### src/rtl/regfile_burst_decoder.sv
// Register-file write-port decoder: accepts a burst request over valid/ready and
// issues one one-hot write enable per cycle over consecutive, wrapping addresses.
module regfile_burst_decoder #(
    parameter int unsigned ADDR_W       = 2,
    parameter int unsigned DATA_W       = 8,
    parameter int unsigned ZERO_PROTECT = 0
) (
    input  logic                     clk,
    input  logic                     rst_n,
    input  logic                     en,
    input  logic                     req_valid,
    output logic                     req_ready,
    input  logic [ADDR_W-1:0]        req_addr,
    input  logic [ADDR_W-1:0]        req_count,
    input  logic [DATA_W-1:0]        req_data,
    output logic [(1<<ADDR_W)-1:0]   wr_en,
    output logic [ADDR_W-1:0]        wr_addr,
    output logic [DATA_W-1:0]        wr_data,
    output logic                     busy
);

    localparam int unsigned DEPTH = 1 << ADDR_W;

    typedef enum logic {
        IDLE,
        BURST
    } state_t;

    state_t              state, state_n;
    logic [ADDR_W-1:0]   cur_addr, cur_addr_n;
    logic [ADDR_W-1:0]   remaining, remaining_n;
    logic [DATA_W-1:0]   burst_data, burst_data_n;
    logic [DEPTH-1:0]    wr_en_n;
    logic [ADDR_W-1:0]   wr_addr_n;
    logic [DATA_W-1:0]   wr_data_n;
    logic                protect_beat;

    // Handshake and activity flags are pure decodes of the state register.
    assign req_ready = (state == IDLE);
    assign busy      = (state == BURST);

    assign protect_beat = (ZERO_PROTECT != 0) && (cur_addr == '0);

    // State and registered outputs; reset clears wr_en immediately, aborting any burst.
    always_ff @(posedge clk or negedge rst_n) begin
        if (!rst_n) begin
            state      <= IDLE;
            cur_addr   <= '0;
            remaining  <= '0;
            burst_data <= '0;
            wr_en      <= '0;
            wr_addr    <= '0;
            wr_data    <= '0;
        end else begin
            state      <= state_n;
            cur_addr   <= cur_addr_n;
            remaining  <= remaining_n;
            burst_data <= burst_data_n;
            wr_en      <= wr_en_n;
            wr_addr    <= wr_addr_n;
            wr_data    <= wr_data_n;
        end
    end

    // Next-state and beat generation; wr_en defaults to zero on every non-beat edge.
    always_comb begin
        state_n      = state;
        cur_addr_n   = cur_addr;
        remaining_n  = remaining;
        burst_data_n = burst_data;
        wr_en_n      = '0;
        wr_addr_n    = wr_addr;
        wr_data_n    = wr_data;

        case (state)
            IDLE: begin
                if (req_valid) begin
                    cur_addr_n   = req_addr;
                    remaining_n  = req_count;
                    burst_data_n = req_data;
                    state_n      = BURST;
                end
            end
            BURST: begin
                if (en) begin
                    if (!protect_beat) begin
                        wr_en_n = DEPTH'(1) << cur_addr;
                    end
                    wr_addr_n  = cur_addr;
                    wr_data_n  = burst_data;
                    cur_addr_n = cur_addr + ADDR_W'(1);
                    if (remaining == '0) begin
                        state_n = IDLE;
                    end else begin
                        remaining_n = remaining - ADDR_W'(1);
                    end
                end
            end
            default: state_n = IDLE;
        endcase
    end

endmodule

### config.mk
export PLATFORM = sky130hd
export DESIGN_NAME = regfile_burst_decoder
export DESIGN_NICKNAME = d
export VERILOG_FILES = /design/src/rtl/regfile_burst_decoder.sv
export SDC_FILE = /design/constraint.sdc
export NUM_CORES = 1
export LEC_CHECK = 0
export ABC_AREA = 1
export ABC_CLOCK_PERIOD_IN_PS = 1200
export BUFFER_PORTS_ARGS = -buffer_cell sky130_fd_sc_hd__buf_2
export CAP_MARGIN = 20
export CORE_MARGIN = 2
export CORE_UTILIZATION = 50
export CTS_BUF_LIST = sky130_fd_sc_hd__clkbuf_4 sky130_fd_sc_hd__clkbuf_8 sky130_fd_sc_hd__clkbuf_16
export DETAILED_ROUTE_END_ITERATION = 12
export GPL_TIMING_DRIVEN = 1
export PLACE_DENSITY = 0.83
export SLEW_MARGIN = 20
export SYNTH_ARGS = -nofsm -noshare
export SYNTH_HDL_FRONTEND = slang
export SYNTH_SLANG_ARGS = --single-unit
### constraint.sdc
create_clock -name clk -period 1.2 [get_ports clk]
set_input_delay 0 -clock clk [delete_from_list [all_inputs] [get_ports clk]]
set_output_delay 0 -clock clk [all_outputs]
set_load 0.03 [all_outputs]
==> flow_summary.toml, run 1 <==
[timing]
drv_slew = 0
period_minus_slack_ns = 1.150
rsz0062_at_grt = "no"
timing.setup.tns_ns = 0
fmax_mhz = 869.2
clock_skew_ns = 0.01068
relSlewSlack_pct = 60.82
worst_pin_slew_ns = 0.5877
setup-violations-final = 0
fin_crit_sh_pct = 95.87
finalHoldViolCount = 0
final.setup.worst_slack_ns = 0.04957

[detailed_routing]
dr.first_iter.drc_count = 11
drc = 0
antenna_left = 0
post_drt_via_cell_ratio = 4.658
num_vias = 941
drtPass1Iterations = 4
wl_per_cell_um = 10.60
wl_um = 2141

[floorplan]
dieWidth_um = 53.57
dieArea_um2 = 2870
core_um2 = 2276
io_pins = 32
rows = 17
die_h_um = 53.57
initial_core_util_pct = 53.99

[cts]
ctsRootBufferMaster = "clkbuf_4"
cts_tree = "done"
cts_setup_buffers = 0
clkTransAtPathRegs_ns = 0.15
cts_htree_levels = 1
cts.sinks = 27
numCtsBuffers = 3
clock_latency_ns = 0.33
clk_path_buf_depth = 2

[power]
seq_power_share_pct = 39.3
comb_power_share_pct = 49.6
vdd_ir_drop_max_mv = 1.578
p_leak_nw = 0.8449
p_clk_share_pct = 11.1
powerDensity_nw_per_um2 = 2447
power_mw = 3.826
switching_share_pct = 45.36
switching_power_mw = 1.736
p_int_mw = 2.091

[critical_path]
timing.rr.end = "remaining[0]$_DFFE_PN0P_"
crit_path_end_kind = "output port"
r2r_slack_ns = 0.11
cp-start-kind = "register"
cp_data_required_time_ns = 1.20
r2r_start = "remaining[0]$_DFFE_PN0P_"
crit_fanout = 8
reg2reg_depth = 8
critPathKind = "reg -> out"
cp_data_arrival_time_ns = 1.15

[layout]
layout-drive-gt1-share_pct = 32.18
diodes = 0
final_cell_area_um2 = 1564
area_delta_synth_final_pct = 27.29
fin_nets = 196

[job]
maxCapViolations = 0

[synth]
ys_warn_count = 0
ys_ff_latch = 27
synth_top_area_share_pct = 54.99
syn_inst = 127
synth_area_leaders = "dfrtp_1, nand2_1, inv_1"
synth-seq-area-share_pct = 54.99
syn_area_um2 = 1229
ys_top_cells_by_count = "nand2_1, dfrtp_1, inv_1, o21ai_1, o21ai_2"
synth-edff-count = 0
async_reset_ff_share_pct = 100.0
ys.flop_type = "dfrtp_1"
yosysUniqueCellTypes = 17
yosys.area.top_type = "dfrtp_1"
syn-num-nets = 148
avgSynthCellArea_um2 = 9.675
yosysMostFrequentCell = "nand2_1"

[hold_path]
min_to = "cur_addr[0]$_DFFE_PN0P_"
hold_path_depth = 5
hold_class = "in -> reg"
hold_start = "req_addr[0]"

[global_routing]
first_global_vias = 915
antenna_found_initial = 0
grt_overflow = 0
grt_max_degree = 28
grt_first_pass_wirelength_um = 3657
grt_use_total_pct = 17.44

[place]
dp_hpwl_um = 1545
preCtsSetupSlack_ns = 0.08844
finalWeightedCongestion = 0.7696
numPortBuffers = 31
dpl-instance-area_um2 = 1395

[status]
status = "complete, no violations"
-- area by class of cell --
type / count / area, um^2
well taps: 28 / 35.03
clock inverters: 1 / 8.758
flip-flops and latches: 27 / 676.9
clock buffers: 3 / 22.52
repair buffers: 47 / 310.3
multi-input cells: 75 / 419.2
fillers: 176 / 711.9
inverters: 21 / 91.34
-- worst max-delay path by stage --
stage,from,endpoint,slack [ns]
global placement,cur_addr[1]$_DFFE_PN0P_,cur_addr[1]$_DFFE_PN0P_,0.15
CTS,busy$_DFF_PN0_,req_ready,0.03
detailed placement,cur_addr[1]$_DFFE_PN0P_,cur_addr[1]$_DFFE_PN0P_,0.09
global route,busy$_DFF_PN0_,req_ready,0.002
finish,busy$_DFF_PN0_,req_ready,0.05
floorplan,busy$_DFF_PN0_,burst_data[0]$_DFFE_PN0P_,0.05
-- worst max-delay path: stages, from the launching register on --
cell and delay, ns:
dfrtp_2 0.53, inv_8 0.11, clkbuf_4 0.19
-- stage by stage --
stage | utilization (%) | hold WS [ns] | std cells
2_1_floorplan | - | -0.2956 | 127
3_3_place_gp | 61.30 | 0.02831 | 185
3_5_place_dp | 61.30 | 0.04276 | 185
4_1_cts | 68.39 | 0.005793 | 202
5_1_grt | 68.72 | 0.04101 | 202
6_report | 68.72 | 0.004658 | 202
-- registers in the layout, summed over array words and instances, names as in the netlist --
signal	count
busy	1
wr_en	4
burst_data	8
cur_addr	2
wr_data	8
remaining	2
wr_addr	2
-- cells in the final DEF, fill, tap and decap left out --
| cell | instances |
|---|---|
| dfrtp_1 | 26 |
| clkbuf_4 | 4 |
| o21ai_1 | 9 |
| inv_2 | 1 |
| nand3_1 | 4 |
| buf_2 | 30 |
| inv_6 | 2 |
| inv_1 | 18 |
| nand2_8 | 1 |
| buf_4 | 3 |
| inv_8 | 1 |
| nand2_1 | 36 |
| o21ai_2 | 8 |
| nand2_4 | 1 |
| ha_1 | 5 |
| o21ai_0 | 3 |
| nor2_1 | 4 |
| dfrtp_2 | 1 |
| nand2_2 | 4 |
| dlygate4sd3_1 | 13 |
-- timing repair --
item / in CTS / in global routing
hold endpoints to repair: 42 / 0
endpoints found under the setup margin: 0 / 4
gates resized for setup: 0 / 4
hold buffers: 13 / 0
-- cells by family (layout without fill, tap and decap cells) --
| family | count (synthesis) | after routing | share of synthesized area (%) |
|---|---|---|---|
| simple gates | 50 | 50 | 18.02 |
| flops | 27 | 27 | 54.99 |
| buf+inv | 25 | 72 | 11.30 |
| compound gates | 20 | 20 | 10.59 |
| fa+ha+maj | 5 | 5 | 5.092 |
-- power by group through the flow --
stage | Combinational [mW] | Clock, mW | Sequential, mW
2_1_floorplan | 1.08 | 0 | 1.87
3_3_place_gp | 1.78 | 0 | 1.51
3_5_place_dp | 1.86 | 0 | 1.53
4_1_cts | 1.90 | 0.435 | 1.51
5_1_grt | 2.13 | 0.467 | 1.55
6_report | 1.90 | 0.425 | 1.50
-- metal layers --
| layer | global-route usage [%] | vias to the layer above | share of wire (%) |
|---|---|---|---|
| met5 | 0 | - | 0 |
| li1 | - | 484 | - |
| met2 | 32.30 | 23 | 49 |
| met1 | 20.88 | 432 | 46 |
| met3 | 3.333 | 2 | 4.4 |
| met4 | 3.846 | 0 | 0.61 |
No activity file was read; power rests on OpenSTA's default activity.
==> run 2, diff against run 1 <==
CELL_PAD_IN_SITES_DETAIL_PLACEMENT = 1   (was unset)
CELL_PAD_IN_SITES_GLOBAL_PLACEMENT = 1   (was unset)
CORE_UTILIZATION = 38   (was 50)
MAX_ROUTING_LAYER = met4   (was unset)
PLACE_DENSITY = 0.84   (was 0.83)
==> flow_summary.toml, run 2 (synthesis results as in run 1) <==
[status]
status = "complete, no violations"

[layout]
diodes = 0
fin_nets = 194
layout-drive-gt1-share_pct = 32.56
finish.utilization_pct = 51.68
area_delta_synth_final_pct = 28.41
layout_common_cells = "nand2_1, buf_2, dfrtp_1"
largest_registers = "burst_data x8, wr_data x8, wr_en x4"
layout_commonest_cell = "nand2_1"

[timing]
period_minus_slack_ns = 1.131
finalHoldViolCount = 0
clock_skew_ns = 0.002151
fin_crit_sh_pct = 94.25
worst_pin_slew_ns = 0.5887
fmax_mhz = 884.2
drv_slew = 0
setup-violations-final = 0
final.setup.worst_slack_ns = 0.06901
timing.setup.tns_ns = 0
relSlewSlack_pct = 60.76
rsz0062_at_grt = "no"

[global_routing]
antenna_found_initial = 0
grt_overflow = 0
use_met3_pct = 2.132
grt.busiest_layer = "met2"
grt_first_pass_wirelength_um = 4416
grt_max_degree = 28
grt_use_total_pct = 16.66
grt_use_met1_pct = 20.19
first_global_vias = 992
grtUsageMet2_pct = 27.80

[hold_path]
hold_class = "in -> reg"

[critical_path]
cp-start-kind = "register"
cp_cell_sequence = "inv_8, buf_4"
crit_path_end_kind = "output port"
cp_data_arrival_time_ns = 1.13
critPathKind = "reg -> out"
worst-path-buf-inv = 2
crit_fanout = 8
cp_data_required_time_ns = 1.20
slowest_delay_ns = 0.53
cp_top_family = "flip-flops"
worst_path_max_delay_cell = "dfrtp_2"
r2r_slack_ns = 0.10

[cts]
clock_latency_ns = 0.32
cts_htree_levels = 1
cts.sinks = 27
ctsRootBufferMaster = "clkbuf_4"
numCtsBuffers = 3
clkTransAtPathRegs_ns = 0.13
cts_tree = "done"
clk_path_buf_depth = 2

[detailed_routing]
drc = 0
dr.first_iter.drc_count = 12
post_drt_via_cell_ratio = 4.398
antenna_left = 0
drtPass1Iterations = 3
wl_per_cell_um = 12.10
wl_um = 2613
num_vias = 950

[floorplan]
dieWidth_um = 60.86
io_pins = 32
core_um2 = 3053
die_h_um = 60.86
initial_core_util_pct = 40.25
dieArea_um2 = 3704
rows = 20

[power]
vdd_ir_drop_max_mv = 0.7354
powerDensity_nw_per_um2 = 2471
p_leak_nw = 0.8410

[place]
numPortBuffers = 31
dp_hpwl_um = 1864
finalWeightedCongestion = 0.7899
preCtsSetupSlack_ns = 0.05944

[job]
maxCapViolations = 0
## run 2: cell types whose count changed in the layout (fill, tap and decap cells not counted), sizes merged
cell         previous run  this run
dlygate4sd3            13        12
inv                    22        21
## run 2: area by class of cell
| class | count | area [um^2] |
|---|---|---|
| timing repair buffer | 45 | 305.3 |
| sequential | 27 | 676.9 |
| clock buffer | 4 | 30.03 |
| tap | 44 | 55.05 |
| inverter | 21 | 91.34 |
| fill | 378 | 1475 |
| multi-input combinational | 75 | 419.2 |
## run 2: per-layer routing
layer	vias to the layer above	routed length, um
li1	474	-
met1	454	1156
met2	17	1351
met3	5	59
met4	0	46
met5	-	0
## run 2: path summary, 6_finish.rpt
kind	from	endpoint	cells past startpoint
worst max-delay path	busy$_DFF_PN0_	req_ready	2
worst min-delay path	req_addr[0]	cur_addr[0]$_DFFE_PN0P_	5
worst max register to register	busy$_DFF_PN0_	wr_data[7]$_DFFE_PN0P_	4
worst min register to register	remaining[0]$_DFFE_PN0P_	remaining[0]$_DFFE_PN0P_	2
max in group asynchronous	rst_n	busy$_DFF_PN0_	2
min in group asynchronous	rst_n	wr_en[0]$_DFF_PN0_	2
## run 2: power by group
part	internal, mW	switching [mW]	total, mW
clock	0.153	0.257	0.410
combinational	0.669	1.29	1.96
sequential	1.30	0.229	1.53
total	2.12	1.78	3.90
## run 2: what timing repair did
action / CTS / global route
hold endpoints to repair: 39 / 0
hold buffers: 12 / 0
setup buffers: 0 / 0
resized for setup: 0 / 7
endpoints found under the setup margin: 0 / 4
## run 2: through the flow
stage               std cells  total power [mW]  area (um^2)  hold slack (ns)
global route              216             4.231         1578          0.03730
global placement          200             3.327         1420          0.02669
CTS                       216             3.900         1570         0.005862
finish                    216             3.899         1578         0.003130
floorplan                 127             2.951         1230          -0.2956
detailed placement        200             3.457         1420          0.04208
## run 2: tightest hold or removal path, stage by stage
cell     delay, ns
buf_2         0.08
nand2_1       0.05
o21ai_0       0.08
nand2_1       0.05
nand2_1       0.05
==> run 3, diff against run 2 <==
ABC_AREA = unset   (was 1)
CORE_UTILIZATION = 41   (was 38)
==> flow_summary.toml, run 3 <==
[critical_path]
cp-start-kind = "register"
cp_cell_sequence = "buf_6, buf_6, clkinvlp_4, buf_6"
cp_top_family = "buffers and inverters"
worst_path_max_delay_cell = "dfrtp_2"
crit_fanout = 8
crit_path_end_kind = "output port"
critPathKind = "reg -> out"
worst-path-buf-inv = 4
slowest_delay_ns = 0.45
path_common_cell = "buf_6"
cp_data_arrival_time_ns = 1.25
cp_data_required_time_ns = 1.20

[power]
switching_power_mw = 1.650
comb_power_share_pct = 53.0
p_leak_nw = 0.8596
vdd_ir_drop_max_mv = 0.9820
seq_power_share_pct = 37.5
powerDensity_nw_per_um2 = 2584
switching_share_pct = 38.92
p_clk_share_pct = 9.5
p_int_mw = 2.589

[timing]
worst_pin_slew_ns = 0.5926
period_minus_slack_ns = 1.246
final.setup.worst_slack_ns = -0.04611
fmax_mhz = 802.5
hold_ws_ns = -0.005561
clock_skew_ns = 0.002384
timing.setup.tns_ns = -0.04956
fin_crit_sh_pct = 103.8
relSlewSlack_pct = 60.50
setup-violations-final = 2
rsz0062_at_grt = "yes"
finalHoldViolCount = 1
drv_slew = 0

[synth]
yosysUniqueCellTypes = 24
ys_warn_count = 0
synth-seq-area-share_pct = 55.16
syn_area_um2 = 1225
async_reset_ff_share_pct = 100.0
ys.flop_type = "dfrtp_1"
ys_ff_latch = 27
yosys.area.top_type = "dfrtp_1"
synth-edff-count = 0
avgSynthCellArea_um2 = 14.58
ys_top_cells_by_count = "dfrtp_1, mux2_4, inv_1, ha_1, and3_1"
syn_inst = 84
yosysMostFrequentCell = "dfrtp_1"
synth_area_leaders = "dfrtp_1, mux2_4, ha_1"
syn-num-nets = 105
synth_top_area_share_pct = 55.16

[place]
dp_hpwl_um = 1706
numPortBuffers = 31
finalWeightedCongestion = 0.7584
dpl-instance-area_um2 = 1423
dp_cells = 148

[detailed_routing]
num_vias = 824
drtPass1Iterations = 8
drc = 2
antenna_left = 0
dr.first_iter.drc_count = 14
wl_um = 2649
post_drt_via_cell_ratio = 4.876
wl_per_cell_um = 15.67

[cts]
cts.sinks = 27
clock_latency_ns = 0.31
numCtsBuffers = 3
ctsRootBufferMaster = "clkbuf_4"
clkTransAtPathRegs_ns = 0.14
cts_htree_levels = 1
cts_tree = "done"
clk_path_buf_depth = 2

[floorplan]
dieWidth_um = 58.66
dieArea_um2 = 3441
io_pins = 32
core_um2 = 2805
die_h_um = 58.66
rows = 19
initial_core_util_pct = 43.67

[layout]
diodes = 0
stdcell_count = 169
final_cell_area_um2 = 1640
fin_nets = 160
largest_registers = "burst_data x8, wr_data x8, wr_en x4"
area_delta_synth_final_pct = 33.91
layout_commonest_cell = "buf_2"
layout_common_cells = "buf_2, dfrtp_1, mux2_4"
layout-drive-gt1-share_pct = 53.62

[global_routing]
grt_overflow = 0
first_global_vias = 856
antenna_found_initial = 0
grt_first_pass_wirelength_um = 4036
grt_max_degree = 28
grt_use_total_pct = 16.09

[job]
maxCapViolations = 0

[hold_path]
hold_class = "in -> reg"

[status]
violations = "DRC, hold timing, setup timing"
status = "complete, but fails checks"
==> run 3: repair_timing <==
item | 4_1_cts | 5_1_grt
buffers inserted | 0 | 5
endpoints found under the hold margin | 37 | 0
setup endpoints to repair | 20 | 14
gates resized for setup | 7 | 4
pin swaps | 0 | 0
gates cloned | 0 | 1
hold buffers | 11 | 0
==> run 3: tightest hold or removal path, cell delays in order <==
cell and delay [ns]:
buf_2 0.07, mux2i_1 0.06, a21oi_1 0.14
==> run 3: cells by family after synthesis <==
family          after synthesis  share of synthesized area, %
xor+xnor                      1                        0.7151
simple gates                 15                         7.866
flops                        27                         55.16
buf+inv                      10                         5.617
mux                          18                         20.33
fa+ha+maj                     5                         5.107
compound gates                8                         5.209
==> run 3: per-layer routing <==
metal | GRT usage, % | vias to the layer above | routed length (um)
li1 | - | 394 | -
met1 | 19.80 | 407 | 1101
met2 | 28.25 | 21 | 1453
met3 | 1.978 | 2 | 74
met4 | 3.896 | 0 | 19
met5 | - | - | 0
==> run 3: power by group through the flow <==
| stage | logic (mW) | clock network (mW) | registers [mW] |
|---|---|---|---|
| after floorplan | 1.03 | 0 | 2.02 |
| after global placement | 1.93 | 0 | 1.57 |
| after detailed placement | 2.00 | 0 | 1.59 |
| after CTS | 2.10 | 0.412 | 1.58 |
| after global routing | 2.42 | 0.446 | 1.64 |
| final | 2.25 | 0.404 | 1.59 |
==> run 3: through the flow <==
| step | setup WS (ns) | hold slack [ns] | power [mW] | utilization [%] |
|---|---|---|---|---|
| final | -0.04611 | -0.005561 | 4.239 | 58.47 |
| after global routing | -0.1002 | 0.03902 | 4.507 | 58.47 |
| after detailed placement | -0.06822 | 0.04016 | 3.598 | 50.71 |
| after CTS | -0.06335 | 0.005512 | 4.089 | 56.60 |
| after floorplan | -0.09549 | -0.2956 | 3.044 | - |
| after global placement | -0.02253 | 0.03436 | 3.497 | 50.71 |
==> run 3: path summary, 6_finish.rpt <==
kind / endpoint / start / slack, ns / cells past startpoint
worst max-delay path: req_ready / busy$_DFF_PN0_ / -0.05 / 4
max in group asynchronous: busy$_DFF_PN0_ / rst_n / 0.57 / 2
min in group asynchronous: remaining[1]$_DFFE_PN0P_ / rst_n / 0.21 / 2
worst min-delay path: cur_addr[0]$_DFFE_PN0P_ / req_addr[0] / -0.006 / 3
worst max register to register: remaining[1]$_DFFE_PN0P_ / busy$_DFF_PN0_ / 0 / 4
worst min register to register: wr_addr[0]$_DFFE_PN0P_ / wr_addr[0]$_DFFE_PN0P_ / 0.50 / 2
==> run 3: final cells by class <==
class | instances | area [um^2]
Fill cell | 304 | 1165
Inverter | 6 | 26.28
Timing Repair Buffer | 53 | 367.9
Clock buffer | 4 | 30.03
Multi-Input combinational cell | 48 | 500.5
Tap cell | 31 | 38.79
Sequential cell | 27 | 676.9
